==> src/rtl/m32_8_pkg.sv <==
// Shared PHY constants for the 32->8 serializer and its 8->32 partner.
// M32_8_IDLE_COM_EN selects the idle byte driven between words (COM or zero).
package m32_8_pkg;

  localparam int unsigned BYTE_W         = 8;
  localparam int unsigned WORD_W         = 32;
  localparam int unsigned BYTES_PER_WORD = 4;
  localparam int unsigned CNT_W          = 2;
  localparam int unsigned SHIFT_W        = WORD_W - BYTE_W;

  localparam logic [BYTE_W-1:0] COM = 8'hBC;

`ifdef M32_8_IDLE_COM_EN
  localparam logic [BYTE_W-1:0] IDLE_BYTE = COM;
`else
  localparam logic [BYTE_W-1:0] IDLE_BYTE = 8'h00;
`endif

  typedef enum logic {
    IDLE = 1'b0,
    SEND = 1'b1
  } state_t;

endpackage

==> src/rtl/m32_8.sv <==
// 32-bit word to byte serializer, MSB byte first, one byte per clk_4f edge.
// Idle byte between words is chosen by M32_8_IDLE_COM_EN (see m32_8_pkg).
module m32_8
  import m32_8_pkg::*;
(
  input  logic              clk_4f,
  input  logic              reset,
  input  logic [WORD_W-1:0] data_input,
  input  logic              valid_input,
  output logic              ready_out,
  output logic [BYTE_W-1:0] data_32_8,
  output logic              valid_32_8,
  output logic              sincout
);

  state_t             r_state;
  logic [CNT_W-1:0]   r_cnt;
  logic [SHIFT_W-1:0] r_shift;
  logic [BYTE_W-1:0]  r_data;
  logic               r_valid;
  logic               r_sinc;

  logic               w_ready;
  logic               w_xfer;

  // Accept a new word when idle or on the last byte of the current one.
  assign w_ready = ((r_state == IDLE) || (r_cnt == '0)) && !reset;
  assign w_xfer  = valid_input && w_ready;

  always_ff @(posedge clk_4f) begin
    if (reset) begin
      r_state <= IDLE;
      r_cnt   <= '0;
      r_shift <= '0;
      r_data  <= '0;
      r_valid <= 1'b0;
      r_sinc  <= 1'b0;
    end else if (w_xfer) begin
      r_state <= SEND;
      r_cnt   <= CNT_W'(BYTES_PER_WORD - 1);
      r_shift <= data_input[SHIFT_W-1:0];
      r_data  <= data_input[WORD_W-1 -: BYTE_W];
      r_valid <= 1'b1;
      r_sinc  <= 1'b1;
    end else begin
      case (r_state)
        SEND: begin
          if (r_cnt != '0) begin
            r_cnt   <= r_cnt - CNT_W'(1);
            r_data  <= r_shift[SHIFT_W-1 -: BYTE_W];
            r_shift <= {r_shift[SHIFT_W-BYTE_W-1:0], BYTE_W'(0)};
            r_valid <= 1'b1;
            r_sinc  <= 1'b0;
          end else begin
            r_state <= IDLE;
            r_data  <= IDLE_BYTE;
            r_valid <= 1'b0;
            r_sinc  <= 1'b0;
          end
        end
        default: begin
          r_state <= IDLE;
          r_data  <= IDLE_BYTE;
          r_valid <= 1'b0;
          r_sinc  <= 1'b0;
        end
      endcase
    end
  end

  assign ready_out  = w_ready;
  assign data_32_8  = r_data;
  assign valid_32_8 = r_valid;
  assign sincout    = r_sinc;

endmodule

==> config.mk <==
export PLATFORM = sky130hd
export DESIGN_NAME = m32_8
export DESIGN_NICKNAME = d
export VERILOG_FILES = /design/src/rtl/m32_8_pkg.sv /design/src/rtl/m32_8.sv
export SDC_FILE = /design/constraint.sdc
export NUM_CORES = 1
export LEC_CHECK = 0
export ABC_AREA = 1
export BUFFER_PORTS_ARGS = -buffer_cell sky130_fd_sc_hd__buf_2
export CAP_MARGIN = 20
export CORE_AREA = 4 4 67 69
export DETAILED_ROUTE_END_ITERATION = 10
export DIE_AREA = 0 0 71 73
export PLACE_DENSITY = 0.7
export SYNTH_ARGS = -nofsm -noshare
export SYNTH_HDL_FRONTEND = slang
export SYNTH_SLANG_ARGS = --single-unit
==> constraint.sdc <==
create_clock -name clk_4f -period 1.8 [get_ports clk_4f]
set_clock_uncertainty 0.1 [all_clocks]
set_input_delay 0.45 -clock clk_4f [delete_from_list [all_inputs] [get_ports clk_4f]]
set_output_delay 0.45 -clock clk_4f [all_outputs]
set_load 0.01 [all_outputs]
==> flow_summary.html <==
<table>
<tr><th>Metric</th><th>Value</th></tr>
<tr><th colspan="2">Min path</th></tr>
<tr><td>Type of the worst min-delay path</td><td>in -&gt; reg</td></tr>
<tr><th colspan="2">Floorplanning</th></tr>
<tr><td># IOs</td><td>46</td></tr>
<tr><td>Initial core utilization</td><td>between 40% and 50%</td></tr>
<tr><td>Count of standard-cell rows</td><td>23</td></tr>
<tr><td>Die extent in x</td><td>71 microns</td></tr>
<tr><td>Chip height</td><td>between 70 and 80 microns</td></tr>
<tr><td>Die footprint</td><td>0.00518 sq mm</td></tr>
<tr><td>Core Region</td><td>approximately 0.004 sq mm</td></tr>
<tr><th colspan="2">Synthesis</th></tr>
<tr><td>Count of flip-flops with a built-in enable after synthesis</td><td>0</td></tr>
<tr><td>Biggest area consumer among synthesized cells</td><td>dfxtp_1</td></tr>
<tr><td>Asr flop ratio synth</td><td>0%</td></tr>
<tr><td>Number of distinct library cells after synthesis</td><td>21</td></tr>
<tr><td>Flip-flop cell with the highest count after synthesis</td><td>dfxtp_1</td></tr>
<tr><td>Most frequently used cell type in the post-synthesis netlist</td><td>nand2_1</td></tr>
<tr><td>Synthesized instance count</td><td>about 230</td></tr>
<tr><td>Top cells by area in the synthesized netlist</td><td>dfxtp_1, nand2_1, nor2_1, nand4_1, inv_1</td></tr>
<tr><td>Flop and latch count out of synthesis</td><td>36</td></tr>
<tr><td>Synthesis warning total</td><td>0</td></tr>
<tr><td>Post-synthesis sequential area ratio</td><td>between 40% and 50%</td></tr>
<tr><td>Most numerous cell types in the synthesized netlist</td><td>nand2_1, nor2_1, dfxtp_1</td></tr>
<tr><td>Area share of the largest cell type after synthesis</td><td>between 40% and 50%</td></tr>
<tr><td>Cell area after synthesis</td><td>about 0.0017 sq mm</td></tr>
<tr><td>Post-Syn Nets</td><td>roughly 270</td></tr>
<tr><td>Average cell area after synthesis</td><td>7.41 sq um</td></tr>
<tr><th colspan="2">STA</th></tr>
<tr><td>Worst slack on hold paths</td><td>between 300 and 400 ps</td></tr>
<tr><td>Post-route worst setup slack</td><td>~57 ps</td></tr>
<tr><td>Time the worst path needs with I/O delays and setup</td><td>roughly 1700 ps</td></tr>
<tr><td>Final-layout setup total negative slack</td><td>0 ps</td></tr>
<tr><td>Final cycle utilization of the critical path</td><td>~97%</td></tr>
<tr><td>Maximum achievable frequency</td><td>574 MHz</td></tr>
<tr><td>Final number of setup-violating endpoints</td><td>0</td></tr>
<tr><td>Max_slew headroom</td><td>between 80% and 90%</td></tr>
<tr><td>Final Hold Vio Count</td><td>0</td></tr>
<tr><td>Slew Limit Fails</td><td>0</td></tr>
<tr><td>Actual transition at the worst max-transition pin</td><td>between 200 and 300 ps</td></tr>
<tr><th colspan="2">Clock network</th></tr>
<tr><td>Clock buffers created by TritonCTS</td><td>5</td></tr>
<tr><td>Root buffer cell</td><td>clkbuf_8</td></tr>
<tr><td>CTS Buffer Depth</td><td>2</td></tr>
<tr><td>CTS tree</td><td>done</td></tr>
<tr><td>H-tree depth</td><td>2</td></tr>
<tr><td>CTS Sinks</td><td>36</td></tr>
<tr><td>Clk_lat worst skew</td><td>290 ps</td></tr>
<tr><td>Clock slew at reported path FFs</td><td>70 ps</td></tr>
<tr><th colspan="2">Placed design</th></tr>
<tr><td>Placement-stage worst setup slack</td><td>88.6 ps</td></tr>
<tr><td>IO buf count</td><td>between 40 and 50</td></tr>
<tr><td>Detailed placer's ending HPWL</td><td>around 2.7 mm</td></tr>
<tr><td>Number of cells in the design after placement</td><td>approximately 320</td></tr>
<tr><td>Dpl cell area</td><td>0.00194 sq mm</td></tr>
<tr><td>Final Wtd Congestion</td><td>around 0.84</td></tr>
<tr><th colspan="2">Pwr</th></tr>
<tr><td>Total power per unit cell area</td><td>about 850 mW/mm^2</td></tr>
<tr><td>Sequential fraction of design power</td><td>between 40 and 50%</td></tr>
<tr><td>Share of power burned in the clock network</td><td>35.4%</td></tr>
<tr><td>Internal</td><td>between 1 and 1.5 mW</td></tr>
<tr><td>Total net switching power</td><td>around 0.47 mW</td></tr>
<tr><td>Standby leakage power</td><td>0.941 nW</td></tr>
<tr><td>Switching part of the total power</td><td>a little over a quarter</td></tr>
<tr><td>Worst ir drop on vdd</td><td>around 0.38 mV</td></tr>
<tr><td>Portion of total power attributed to combinational logic</td><td>15.7%</td></tr>
<tr><th colspan="2">Critical path</th></tr>
<tr><td>Cell family with most CP delay</td><td>flip-flops</td></tr>
<tr><td>Worst Path Arrival</td><td>~1200 ps</td></tr>
<tr><td>Critical path type</td><td>reg -&gt; out</td></tr>
<tr><td>Critical path required time</td><td>1250 ps</td></tr>
<tr><td>Highest cell delay on the worst timing path</td><td>around 320 ps</td></tr>
<tr><td>Critical Path, Cell by Cell</td><td>inv_1 &gt; ha_2 &gt; inv_2 &gt; nand2_4 &gt; inv_4 &gt; nor2_8 &gt; buf_6</td></tr>
<tr><td>Type of element capturing the critical path</td><td>output port</td></tr>
<tr><td>Maximum fanout encountered on the critical timing path</td><td>2</td></tr>
<tr><td>Count of buffer and inverter cells on the critical path</td><td>4</td></tr>
<tr><td>Critical path launch point type</td><td>flip-flop</td></tr>
<tr><td>Slowest cell on the critical path</td><td>dfxtp_2</td></tr>
<tr><th colspan="2">Routing</th></tr>
<tr><td>DRT iter0 DRCs</td><td>87</td></tr>
<tr><td>Vias per inst</td><td>approximately 4.7</td></tr>
<tr><td>Vias after detailed routing</td><td>between 1500 and 2000</td></tr>
<tr><td>Post-DRT Antenna Nets</td><td>0</td></tr>
<tr><td>Drt pass-1 iters</td><td>4</td></tr>
<tr><td>Final wirelength</td><td>just under 4 mm</td></tr>
<tr><td>Wire per inst</td><td>11.9 microns</td></tr>
<tr><td>Number of DRC violations after detailed routing</td><td>0</td></tr>
<tr><th colspan="2">Final layout</th></tr>
<tr><td>Final instance count without filler cells</td><td>~330</td></tr>
<tr><td>Post-layout nets</td><td>between 300 and 400</td></tr>
<tr><td>Area growth, synth to finish</td><td>21.4%</td></tr>
<tr><td>Summed area of non-filler cells in the final layout</td><td>0.00206 sq mm</td></tr>
<tr><td>Area of the multi-input gates</td><td>just under 800 sq um</td></tr>
<tr><td>Antenna cells</td><td>0</td></tr>
<tr><td>Fraction of final layout cells sized beyond drive strength 1</td><td>between 30% and 40%</td></tr>
<tr><td>Number of fill cells</td><td>409</td></tr>
<tr><td>FF+latch area</td><td>722 sq um</td></tr>
<tr><th colspan="2">Global routing</th></tr>
<tr><td>Initial antenna violation count</td><td>0</td></tr>
<tr><td>Total overflow reported by the global router</td><td>0</td></tr>
<tr><td>Total routing resource utilization after global routing</td><td>approximately 16%</td></tr>
<tr><td>Pin count of the biggest net entering global routing</td><td>27</td></tr>
<tr><td>First-pass GRT wire length</td><td>between 6 and 7 mm</td></tr>
<tr><td>Number of global-route vias before repair</td><td>1449</td></tr>
<tr><th colspan="2">Status</th></tr>
<tr><td>Run status</td><td>finished, final reports clean</td></tr>
<tr><th colspan="2">Run</th></tr>
<tr><td>Max-capacitance violation count</td><td>0</td></tr>
</table>
-- routing by layer --
metal	global-route usage, %	wire, microns
met5	0	0
met4	8.56	89
met3	4.82	308
met2	24.2	1670
met1	20.9	1840
-- cell type report --
class | instances | share of cell area (%)
Multi-Input combinational cell | 155 | 37.8
Sequential cell | 36 | 35.0
Timing Repair Buffer | 55 | 14.9
Clock buffer | 7 | 4.68
Inverter | 24 | 4.61
Tap cell | 50 | 3.04
-- power by group through the flow --
stage                     logic (mW)  clock network (mW)  registers (mW)
after global placement         0.262                   0           0.876
after global routing           0.312               0.669           0.865
final                          0.276               0.623           0.860
after floorplan                0.184                   0           0.878
after CTS                      0.275               0.630           0.860
after detailed placement       0.265                   0           0.878
-- cell families after synthesis --
| kind of cell | count (synthesis) | share of synthesized area (%) |
|---|---|---|
| DFF | 36 | 42.4 |
| buffers and inverters | 38 | 11.9 |
| AOI/OAI and AO/OA | 21 | 8.55 |
| and+or+nand+nor | 133 | 36.4 |
| adders and majority gates | 1 | 0.737 |
-- path summary, 6_finish.rpt --
kind	cells past startpoint	slack [ps]	to	from
worst max-delay path	7	60	ready_out	r_cnt[0]
worst min-delay path	3	310	data_32_8[2]	data_input[26]
worst max register to register	10	160	r_shift[22]	r_cnt[0]
worst min register to register	2	370	r_shift[5]	r_shift[5]
-- cells in the final DEF, fill, tap and decap left out, drive strengths merged --
master	netlist	layout
a21oi	16	16
buf	14	55
clkbuf	0	7
dfxtp	36	36
ha	1	1
inv	24	24
nand2	51	51
nand3	16	16
nand4	16	16
nor2	50	50
o21ai	4	4
o31ai	1	1
-- timing repair --
action | CTS | global route
gates resized for setup | 2 | 2
pin swaps | 1 | 1
endpoints found under the setup margin | 1 | 2
hold buffers | 0 | 0
setup buffers | 2 | 0
gates cloned | 0 | 0
-- per-stage QoR --
step	util, %	total power [mW]
2_1_floorplan	-	1.06
3_3_place_gp	49.6	1.14
3_5_place_dp	49.6	1.14
4_1_cts	52.4	1.77
5_1_grt	52.7	1.85
6_report	52.7	1.76
-- state kept, by name, indices dropped and copies added, names as in the netlist --
register    flops
sincout         1
valid_32_8      1
r_shift        24
data_32_8       8
r_cnt           2
-- tightest hold or removal path: cells and delay by family --
kind	cells	cell delay, ps
buffers and inverters	1	100
and+or+nand+nor	1	60
AOI/OAI and AO/OA	1	40
Note: power is estimated with default switching activity, not from simulation.
